===== src/rtl/adder_tester_pkg.sv =====
// Shared types and constants for the adder built-in self-test driver/checker.
package adder_tester_pkg;

  typedef enum logic [1:0] {
    StIdle,
    StRun,
    StDrain,
    StDone
  } state_e;

  localparam int unsigned NumCorners = 4;

  // Right-shifting Galois tap masks (maximal length) for the operand-pair LFSR widths.
  function automatic logic [63:0] lfsr_taps(input int unsigned n);
    logic [63:0] taps;
    case (n)
      16:      taps = 64'h0000_0000_0000_B400;
      32:      taps = 64'h0000_0000_8020_0003;
      64:      taps = 64'hD800_0000_0000_0000;
      default: taps = 64'h0;
    endcase
    return taps;
  endfunction

endpackage


===== src/rtl/adder_tester_if.sv =====
// Operand/result bus between the self-test block and the registered adder macro.
interface adder_tester_if #(
  parameter int unsigned WIDTH = 16
);
  logic [WIDTH-1:0] a_o;
  logic [WIDTH-1:0] b_o;
  logic [WIDTH-1:0] dut_sum_i;
  logic             dut_carry_i;

  modport master (
    output a_o,
    output b_o,
    input  dut_sum_i,
    input  dut_carry_i
  );

  modport slave (
    input  a_o,
    input  b_o,
    output dut_sum_i,
    output dut_carry_i
  );
endinterface


===== src/rtl/adder_tester_lfsr_gen.sv =====
// N-bit right-shifting Galois LFSR with synchronous load and step; a zero seed loads 1.
module lfsr_gen
  import adder_tester_pkg::*;
#(
  parameter int unsigned N = 32
) (
  input  logic         clk,
  input  logic         rst_n,
  input  logic         load_i,
  input  logic [N-1:0] seed_i,
  input  logic         step_i,
  output logic [N-1:0] state_o
);

  localparam logic [63:0] TapsFull = lfsr_taps(N);
  localparam logic [N-1:0] Taps    = TapsFull[N-1:0];
  localparam logic [N-1:0] One     = {{(N-1){1'b0}}, 1'b1};

  logic [N-1:0] state_q, state_d;

  always_comb begin
    state_d = state_q;
    if (load_i) begin
      state_d = (seed_i == '0) ? One : seed_i;
    end else if (step_i) begin
      state_d = (state_q >> 1) ^ (state_q[0] ? Taps : '0);
    end
  end

  always_ff @(posedge clk or negedge rst_n) begin
    if (!rst_n) begin
      state_q <= One;
    end else begin
      state_q <= state_d;
    end
  end

  assign state_o = state_q;

endmodule


===== src/rtl/adder_tester.sv =====
// Self-test driver/checker for the registered ripple-carry adder: corner vectors, then LFSR
// pairs, each checked one cycle after issue against a golden WIDTH+1-bit addition.
module adder_tester
  import adder_tester_pkg::*;
#(
  parameter int unsigned WIDTH = 16,
  parameter int unsigned CNT_W = 16
) (
  input  logic                 clk,
  input  logic                 rst_n,
  input  logic                 start_i,
  input  logic [CNT_W-1:0]     num_vectors_i,
  input  logic [2*WIDTH-1:0]   seed_i,
  adder_tester_if.master       adder,
  output logic                 busy_o,
  output logic                 done_o,
  output logic                 pass_o,
  output logic [CNT_W-1:0]     err_count_o,
  output logic [CNT_W-1:0]     first_err_idx_o
);

  localparam logic [CNT_W-1:0] CornerCnt = CNT_W'(NumCorners);
  localparam logic [WIDTH-1:0] AltA      = {(WIDTH/2){2'b10}};
  localparam logic [WIDTH-1:0] AltB      = {(WIDTH/2){2'b01}};
  localparam logic [WIDTH-1:0] OneW      = {{(WIDTH-1){1'b0}}, 1'b1};

  state_e             state_q, state_d;
  logic [CNT_W-1:0]   num_q, num_d;
  logic [CNT_W-1:0]   idx_q, idx_d;
  logic [WIDTH-1:0]   a_q, a_d, b_q, b_d;
  logic [WIDTH:0]     exp_q, exp_d;
  logic               cap_carry_q, cap_carry_d;
  logic [CNT_W-1:0]   chk_idx_q, chk_idx_d;
  logic               chk_valid_q, chk_valid_d;
  logic [CNT_W-1:0]   err_q, err_d;
  logic [CNT_W-1:0]   first_q, first_d;

  logic               lfsr_load, lfsr_step;
  logic [2*WIDTH-1:0] lfsr_state;
  logic [CNT_W-1:0]   next_idx;
  logic               mismatch;

  lfsr_gen #(
    .N (2 * WIDTH)
  ) u_lfsr (
    .clk     (clk),
    .rst_n   (rst_n),
    .load_i  (lfsr_load),
    .seed_i  (seed_i),
    .step_i  (lfsr_step),
    .state_o (lfsr_state)
  );

  assign next_idx = idx_q + 1'b1;
  // Carry was captured alongside issue; the registered sum arrives a cycle later.
  assign mismatch = chk_valid_q && ({cap_carry_q, adder.dut_sum_i} != exp_q);

  always_comb begin
    state_d     = state_q;
    num_d       = num_q;
    idx_d       = idx_q;
    a_d         = a_q;
    b_d         = b_q;
    exp_d       = exp_q;
    cap_carry_d = cap_carry_q;
    chk_idx_d   = chk_idx_q;
    chk_valid_d = 1'b0;
    err_d       = err_q;
    first_d     = first_q;
    lfsr_load   = 1'b0;
    lfsr_step   = 1'b0;

    if (mismatch) begin
      if (err_q != '1) err_d = err_q + 1'b1;
      if (err_q == '0) first_d = chk_idx_q;
    end

    unique case (state_q)
      StIdle, StDone: begin
        if (start_i) begin
          state_d   = StRun;
          num_d     = (num_vectors_i == '0) ? CornerCnt : num_vectors_i;
          idx_d     = '0;
          a_d       = '0;
          b_d       = '0;
          err_d     = '0;
          first_d   = '0;
          lfsr_load = 1'b1;
        end
      end
      StRun: begin
        exp_d       = {1'b0, a_q} + {1'b0, b_q};
        cap_carry_d = adder.dut_carry_i;
        chk_idx_d   = idx_q;
        chk_valid_d = 1'b1;
        if (idx_q == num_q - 1'b1) begin
          state_d = StDrain;
        end else begin
          idx_d = next_idx;
          if (next_idx < CornerCnt) begin
            unique case (next_idx[1:0])
              2'd0: begin a_d = '0;   b_d = '0;   end
              2'd1: begin a_d = '1;   b_d = OneW; end
              2'd2: begin a_d = '1;   b_d = '1;   end
              2'd3: begin a_d = AltA; b_d = AltB; end
            endcase
          end else begin
            a_d       = lfsr_state[WIDTH-1:0];
            b_d       = lfsr_state[2*WIDTH-1:WIDTH];
            lfsr_step = 1'b1;
          end
        end
      end
      StDrain: state_d = StDone;
      default: state_d = StIdle;
    endcase
  end

  always_ff @(posedge clk or negedge rst_n) begin
    if (!rst_n) begin
      state_q     <= StIdle;
      num_q       <= '0;
      idx_q       <= '0;
      a_q         <= '0;
      b_q         <= '0;
      exp_q       <= '0;
      cap_carry_q <= 1'b0;
      chk_idx_q   <= '0;
      chk_valid_q <= 1'b0;
      err_q       <= '0;
      first_q     <= '0;
    end else begin
      state_q     <= state_d;
      num_q       <= num_d;
      idx_q       <= idx_d;
      a_q         <= a_d;
      b_q         <= b_d;
      exp_q       <= exp_d;
      cap_carry_q <= cap_carry_d;
      chk_idx_q   <= chk_idx_d;
      chk_valid_q <= chk_valid_d;
      err_q       <= err_d;
      first_q     <= first_d;
    end
  end

  assign adder.a_o       = a_q;
  assign adder.b_o       = b_q;
  assign busy_o          = (state_q == StRun) || (state_q == StDrain);
  assign done_o          = (state_q == StDone);
  assign pass_o          = done_o && (err_q == '0);
  assign err_count_o     = err_q;
  assign first_err_idx_o = first_q;

endmodule


===== src/flat_wrapper.sv =====
// flat-port wrapper written by rule: the top's interface ports become plain ports
module adder_tester_flat import adder_tester_pkg::*;
#(
  parameter int unsigned WIDTH = 16,
  parameter int unsigned CNT_W = 16
)
  (clk, rst_n, start_i, num_vectors_i, seed_i, busy_o, done_o, pass_o, err_count_o, first_err_idx_o, adder_a_o, adder_b_o, adder_dut_sum_i, adder_dut_carry_i);
  adder_tester_if #(.WIDTH(WIDTH)) adder_i ();
  input  logic clk;
  input  logic rst_n;
  input  logic start_i;
  input  logic [CNT_W-1:0] num_vectors_i;
  input  logic [2*WIDTH-1:0] seed_i;
  output logic busy_o;
  output logic done_o;
  output logic pass_o;
  output logic [CNT_W-1:0] err_count_o;
  output logic [CNT_W-1:0] first_err_idx_o;
  output wire logic [$bits(adder_i.a_o)-1:0] adder_a_o;
  output wire logic [$bits(adder_i.b_o)-1:0] adder_b_o;
  input wire logic [$bits(adder_i.dut_sum_i)-1:0] adder_dut_sum_i;
  input wire logic [$bits(adder_i.dut_carry_i)-1:0] adder_dut_carry_i;
  assign adder_a_o = adder_i.a_o;
  assign adder_b_o = adder_i.b_o;
  assign adder_i.dut_sum_i = adder_dut_sum_i;
  assign adder_i.dut_carry_i = adder_dut_carry_i;
  adder_tester #(.WIDTH(WIDTH), .CNT_W(CNT_W)) u_core (.clk(clk), .rst_n(rst_n), .start_i(start_i), .num_vectors_i(num_vectors_i), .seed_i(seed_i), .adder(adder_i), .busy_o(busy_o), .done_o(done_o), .pass_o(pass_o), .err_count_o(err_count_o), .first_err_idx_o(first_err_idx_o));
endmodule

===== config.mk =====
export PLATFORM = sky130hd
export DESIGN_NAME = adder_tester_flat
export DESIGN_NICKNAME = d
export VERILOG_FILES = /design/src/rtl/adder_tester_pkg.sv /design/src/rtl/adder_tester_if.sv /design/src/rtl/adder_tester_lfsr_gen.sv /design/src/rtl/adder_tester.sv /design/src/flat_wrapper.sv
export SDC_FILE = /design/constraint.sdc
export NUM_CORES = 1
export LEC_CHECK = 0
export CORE_MARGIN = 2
export CORE_UTILIZATION = 36
export CTS_CLUSTER_SIZE = 8
export DETAILED_ROUTE_END_ITERATION = 10
export HOLD_SLACK_MARGIN = 0.05
export PLACE_DENSITY = 0.7
export SYNTH_ARGS = -nofsm -noshare
export SYNTH_HDL_FRONTEND = slang
export SYNTH_HIERARCHICAL = 1
export SYNTH_SLANG_ARGS = --single-unit

===== constraint.sdc =====
create_clock -name clk -period 3.6 [get_ports clk]
set_clock_uncertainty 0.05 [all_clocks]
set_input_delay 0.72 -clock clk [delete_from_list [all_inputs] [get_ports clk]]
set_output_delay 0.72 -clock clk [all_outputs]
set_load 0.02 [all_outputs]

==> impl_metrics.tcl, run 1 <==
set metrics [dict create \
    pwr_density_cell_nw_per_um2 872 \
    syn_nets 1074 \
    setup_ws_ns 0.112 \
    dp_hpwl_um 18100 \
    area_growth_pct 25.6 \
    combPwrFrac_pct 50.0 \
    critPathCaptureType "register" \
    fin_crit_sh_pct 96.9 \
    synth_top_area_share_pct 43.3 \
    clk_path_buf_depth 2 \
    r2r-start "u_core/num_q[0]$_DFFE_PN0P_" \
    peakVddDrop_mv 0.448 \
    drv_cap 0 \
    clk_latency_ns 0.43 \
    cts_tree "yes" \
    setup_tns_ns 0 \
    synth_area_leaders "dfrtp_1, mux2i_1, mux2_2, o21ai_0, nand2_1" \
    core_um2 25900 \
    seq_area_frac_synth_pct 43.6 \
    slew_headroom_pct 36.5 \
    p_sw_mw 4.43 \
    fp.dieH_um 166 \
    antennaDiodeCount 0 \
    clk_pin_slew_ns 0.07 \
    drt_wl_total_um 25000 \
    p_leak_nw 5.07 \
    path_class "reg -> reg" \
    hold_viol_final 0 \
    synth_async_sr_flop_share_pct 100 \
    worstPathRequired_ns 3.86 \
    io_pins 135 \
    start_kind "register" \
    drive_above_1_share_pct 12.6 \
    ys_types 69 \
    avgRoutedWirePerCell_um 17.1 \
    utilization_pct 45.9 \
    p_sw_share_pct 42.7 \
    holdWs_ns 0.181 \
    syn_area_um2 9470 \
    layout_common_cells "dfrtp_1, clkdlybuf4s50_1, nand2_1, o21ai_0, nor2_1" \
    clock_power_share_pct 18.7 \
    critical_path_arrival_ns 3.75 \
    track_usage_pct 17.9 \
    synth_edf_count 0 \
    postRouteAntennaNets 0 \
    worstMarginPinSlew_ns 0.943 \
    cts_buffers 17 \
    clkSinkCount 165 \
    antenna_found_initial 0 \
    first_pass_iters 5 \
    layout_commonest_cell "dfrtp_1" \
    vias 7912 \
    grt_pass1_wl_um 40500 \
    place_ws_ns 0.0284 \
    hold_class "in -> async" \
    crit_start "u_core/num_q[0]$_DFFE_PN0P_" \
    ys.flop_type "dfrtp_1" \
    rr_endpoint "u_core/idx_q[1]$_DFFE_PN0P_" \
    yosys.area.top_type "dfrtp_1" \
    power.share.sequential_pct 31.3 \
    initial_utilization_pct 36.5 \
    rr_worst_depth 12 \
    internal-power_mw 5.94 \
    die_w_um 166 \
    ys_ff_latch 165 \
    port_buffers 134 \
    rsz0062_at_grt "true" \
    place_congestion 0.874 \
    p_total_mw 10.4 \
    fin_nets 1204 \
    regToRegSetupSlack_ns 0.11 \
    yosys_warnings 6 \
    period_needed_ns 3.49 \
    setup_viol 0 \
    root_buffer "clkbuf_16" \
    slew_viol_final 0 \
    crit_fanout 10 \
    dieArea_um2 27600 \
    grt-ovfl-total 0 \
    drc_errors 0 \
    timing.fmax_mhz 287 \
    drt_first_iter_violations 728 \
    worstSetupEndpoint "u_core/idx_q[1]$_DFFE_PN0P_" \
    postCtsHoldBufs 0 \
    rows 59 \
    outcome "completed" \
    synthCells 980 \
    cts_max_level 4 \
    avgSynthCellArea_um2 9.66 \
    via_per_inst 5.43 \
    grt_pass1_vias 7650 \
    grt_max_degree 67 \
]
## cells in the mapped netlist (all sizes together), types with 20 or more instances
master / instances
nor2: 70
mux2: 44
nor4: 20
nand2: 105
buf: 22
o21ai: 95
xnor2: 36
xor2: 30
nand3: 23
mux2i: 56
dfrtp: 164
a21oi: 53
clkbuf: 42
ha: 25
## sequential cells by signal, indices dropped and copies added (netlist names)
name / cells
u_core/chk_valid_q: 1
u_core/adder.b_o: 16
u_core/num_q: 16
u_core/adder.a_o: 16
u_core/exp_q: 17
u_core/cap_carry_q: 1
u_core/err_count_o: 16
u_core/u_lfsr/state_o: 32
u_core/idx_q: 16
u_core/state_q: 2
u_core/chk_idx_q: 16
u_core/first_err_idx_o: 16
## critical path, stage by stage (launching register included)
cell and delay (ns):
dfrtp_1 0.38, inv_1 0.08, ha_1 0.16, or3b_4 0.39, or4_4 0.53, a2111oi_4 0.32, nand4_2 0.17, a2111oi_4 0.37
buf_4 0.19, and2_4 0.23, or3_1 0.12, o21ai_1 0.05, a221o_1 0.31
## routing by layer
metal / wire (µm) / track usage (%) / vias to the layer above
li1: - / - / 3783
met1: 11400 / 24.6 / 3820
met2: 11700 / 28.8 / 283
met3: 1560 / 3.36 / 26
met4: 342 / 5.26 / 0
met5: 0 / 0 / -
## worst min path at each step
stage                                    start                               endpoint  cells after the start
4_1_cts                                  rst_n  u_core/u_lfsr/state_o[19]$_DFFE_PN0P_                      1
3_3_place_gp   u_core/chk_idx_q[4]$_DFFE_PN0P_        u_core/chk_idx_q[4]$_DFFE_PN0P_                      1
6_report                                 rst_n  u_core/u_lfsr/state_o[19]$_DFFE_PN0P_                      1
3_5_place_dp   u_core/chk_idx_q[4]$_DFFE_PN0P_        u_core/chk_idx_q[4]$_DFFE_PN0P_                      1
2_1_floorplan                            rst_n        u_core/adder.a_o[0]$_DFFE_PN0P_                      0
5_1_grt                                  rst_n  u_core/u_lfsr/state_o[19]$_DFFE_PN0P_                      1
## timing repair
| action | 4_1_cts | 5_1_grt |
|---|---|---|
| endpoints found under the hold margin | 0 | 0 |
| buffers inserted | 0 | 1 |
| gates resized for setup | 0 | 8 |
| setup endpoints to repair | 0 | 55 |
## final cells by class
| type | instances | area (µm²) |
|---|---|---|
| timing repair buffer | 174 | 1680 |
| fill | 2412 | 14000 |
| clock buffer | 18 | 439 |
| inverter | 19 | 71.3 |
| clock inverter | 14 | 183 |
| sequential | 165 | 4130 |
| multi-input combinational | 733 | 4970 |
| tap | 335 | 419 |
## through the flow
stage / area, µm² / std cells
2_1_floorplan: 9470 / 980
3_3_place_gp: 11200 / 1424
3_5_place_dp: 11200 / 1424
4_1_cts: 11900 / 1456
5_1_grt: 11900 / 1458
6_report: 11900 / 1458
## kinds of logic after synthesis
kind of cell	after synthesis	share of synthesized area, %
AOI/OAI and AO/OA	213	13.9
and+or+nand+nor	327	17.4
muxes	100	11.2
adders and majority gates	26	3.51
buffers and inverters	83	4.28
DFF	165	43.6
xor gates and xnor gates	66	6.10
## power by group through the flow
stage | Sequential (mW) | Clock [mW] | Combinational (mW)
after floorplan | 3.12 | 0 | 3.67
after global placement | 3.26 | 0 | 4.98
after detailed placement | 3.27 | 0 | 5.08
after CTS | 3.24 | 1.97 | 5.11
after global routing | 3.32 | 2.06 | 5.67
final | 3.24 | 1.94 | 5.19
Note: power is estimated with default switching activity, not from simulation.
==> inputs of run 2 (changes only) <==
Settings changed: ABC_AREA set to 1, PLACE_DENSITY 0.7 to 0.69.
==> impl_metrics.tcl, run 2 <==
set metrics [dict create \
    outcome "completed" \
    initial_utilization_pct 36.5 \
    fillers 2799 \
    fp.dieH_um 172 \
    fin_crit_sh_pct 88.5 \
    fin_nets 1637 \
    regArea_um2 4130 \
    core_um2 27700 \
    clk_latency_ns 0.44 \
    cts_tree "yes" \
    dpl.cell_count 1902 \
    via_per_inst 4.85 \
    drt_wl_total_um 27600 \
    seq_area_frac_synth_pct 40.8 \
    met2_length_um 12600 \
    cts_max_level 4 \
    drt_first_iter_violations 815 \
    hold_viol_final 0 \
    critical_path_arrival_ns 2.41 \
    rr_worst_depth 11 \
    top_layer "met4" \
    area_growth_pct 22.3 \
    critPathCaptureType "output port" \
    layout_commonest_cell "nand2_1" \
    avgSynthCellArea_um2 7.04 \
    slew_viol_final 0 \
    antennaDiodeCount 0 \
    setup_ws_ns 0.415 \
    io_pins 135 \
    synth_area_leaders "dfrtp_1, nand2_1, nor2_1, inv_1, nand3_1" \
    dp_hpwl_um 20700 \
    track_usage_pct 19.1 \
    drc_errors 0 \
    stdcell_count 1934 \
    synth_edf_count 0 \
    rows 61 \
    clock_power_share_pct 19.5 \
    regToRegSetupSlack_ns 0.44 \
    timing.fmax_mhz 314 \
    grt-ovfl-total 0 \
    clk_path_buf_depth 2 \
    power.share.sequential_pct 32.1 \
    synth_async_sr_flop_share_pct 100 \
    synthCells 1438 \
    grt_pass1_vias 8625 \
    postRouteAntennaNets 0 \
    slew_headroom_pct 45.9 \
    vias 9386 \
    cts_buffers 17 \
    syn_area_um2 10100 \
    p_total_mw 9.82 \
    worstMarginPinSlew_ns 0.808 \
    port_buffers 134 \
    pwr_density_cell_nw_per_um2 793 \
    antenna_found_initial 0 \
    post-cts-setup-buffers 0 \
    place_ws_ns 0.475 \
    start_kind "register" \
    grt_pass1_wl_um 44900 \
    ys_types 42 \
    yosys.area.top_type "dfrtp_1" \
    root_buffer "clkbuf_16" \
    crit_fanout 5 \
    period_needed_ns 3.18 \
    syn_nets 1532 \
    peakVddDrop_mv 0.399 \
    p_sw_share_pct 46.7 \
    worstPathRequired_ns 2.83 \
    ys_ff_latch 165 \
    wl_met3_um 1270 \
    yosysMostFrequentCell "nand2_1" \
    ys_top_cells_by_count "nand2_1, nor2_1, dfrtp_1" \
    hold_class "in -> async" \
    p_sw_mw 4.58 \
    dieArea_um2 29500 \
    p_leak_nw 6.28 \
    drive_above_1_share_pct 5.27 \
    setup_viol 0 \
    combPwrFrac_pct 48.4 \
    multiInputGateArea_um2 5070 \
    rsz0062_at_grt "false" \
    layout_common_cells "nand2_1, nor2_1, dfrtp_1, inv_1, clkdlybuf4s50_1" \
    wl_met1_um 13200 \
    clk_pin_slew_ns 0.07 \
    holdWs_ns 0.244 \
    avgRoutedWirePerCell_um 14.3 \
    clkSinkCount 165 \
    place_congestion 0.913 \
    ys.flop_type "dfrtp_1" \
    path_class "reg -> out" \
    die_w_um 172 \
    ctsResizeCount 0 \
    grt_max_degree 74 \
    first_pass_iters 5 \
    postCtsHoldBufs 0 \
    setup_tns_ns 0 \
    yosys_warnings 6 \
    largest_reg_flops 32 \
    drv_cap 0 \
    synth_top_area_share_pct 40.6 \
    internal-power_mw 5.24 \
]
[run 2: path summary, 6_finish.rpt]
kind,from,endpoint
worst max-delay path,u_core/err_count_o[0]$_DFF_PN0_,pass_o
worst min-delay path,rst_n,u_core/exp_q[13]$_DFFE_PN0P_
worst max register to register,u_core/idx_q[0]$_DFFE_PN0P_,u_core/u_lfsr/state_o[23]$_DFFE_PN0P_
worst min register to register,u_core/chk_idx_q[13]$_DFFE_PN0P_,u_core/chk_idx_q[13]$_DFFE_PN0P_
max in group asynchronous,rst_n,u_core/idx_q[6]$_DFFE_PN0P_
min in group clk,u_core/chk_idx_q[13]$_DFFE_PN0P_,u_core/chk_idx_q[13]$_DFFE_PN0P_
[run 2: cell families (layout without fill, tap and decap cells)]
kind of cell	after synthesis	count (layout)	share of synthesized area (%)
simple gates	807	807	33.3
buf+inv	222	340	9.08
flops	165	165	40.8
fa+ha+maj	26	26	3.29
compound gates	165	165	8.80
xor+xnor	53	53	4.72
[run 2: final cells by class]
| class | instances | area share, % |
|---|---|---|
| well taps | 378 | 3.82 |
| clock inverters | 15 | 1.66 |
| inverters | 161 | 4.88 |
| flip-flops and latches | 165 | 33.4 |
| clock buffers | 17 | 3.44 |
| multi-input cells | 1051 | 41.0 |
| repair buffers | 147 | 11.8 |
[run 2: critical path, cell delays in order, from the launching register on]
cell             delay (ns)
dfrtp_1                0.44
inv_1                  0.12
ha_1                   0.16
nand4_1                0.10
nor4_1                 0.39
and2_1                 0.18
clkdlybuf4s50_1        0.60
[run 2: metrics by stage]
stage | util (%) | cell area (µm²)
global route | 44.7 | 12400
finish | 44.7 | 12400
CTS | 44.7 | 12400
floorplan | - | 10100
global placement | 42.4 | 11700
detailed placement | 42.4 | 11700
[run 2: power groups by stage]
| stage | logic (mW) | clock network (mW) | registers [mW] |
|---|---|---|---|
| final | 4.75 | 1.92 | 3.15 |
| after global routing | 5.35 | 2.04 | 3.24 |
| after CTS | 4.75 | 1.96 | 3.16 |
| after detailed placement | 4.72 | 0 | 3.19 |
| after global placement | 4.67 | 0 | 3.17 |
| after floorplan | 3.17 | 0 | 3.21 |
[run 2: metal layers]
| layer | vias to the layer above | global-route usage, % |
|---|---|---|
| met3 | 35 | 3.01 |
| met4 | 0 | 5.97 |
| met5 | - | 0 |
| li1 | 4768 | - |
| met1 | 4319 | 27.2 |
| met2 | 264 | 29.8 |
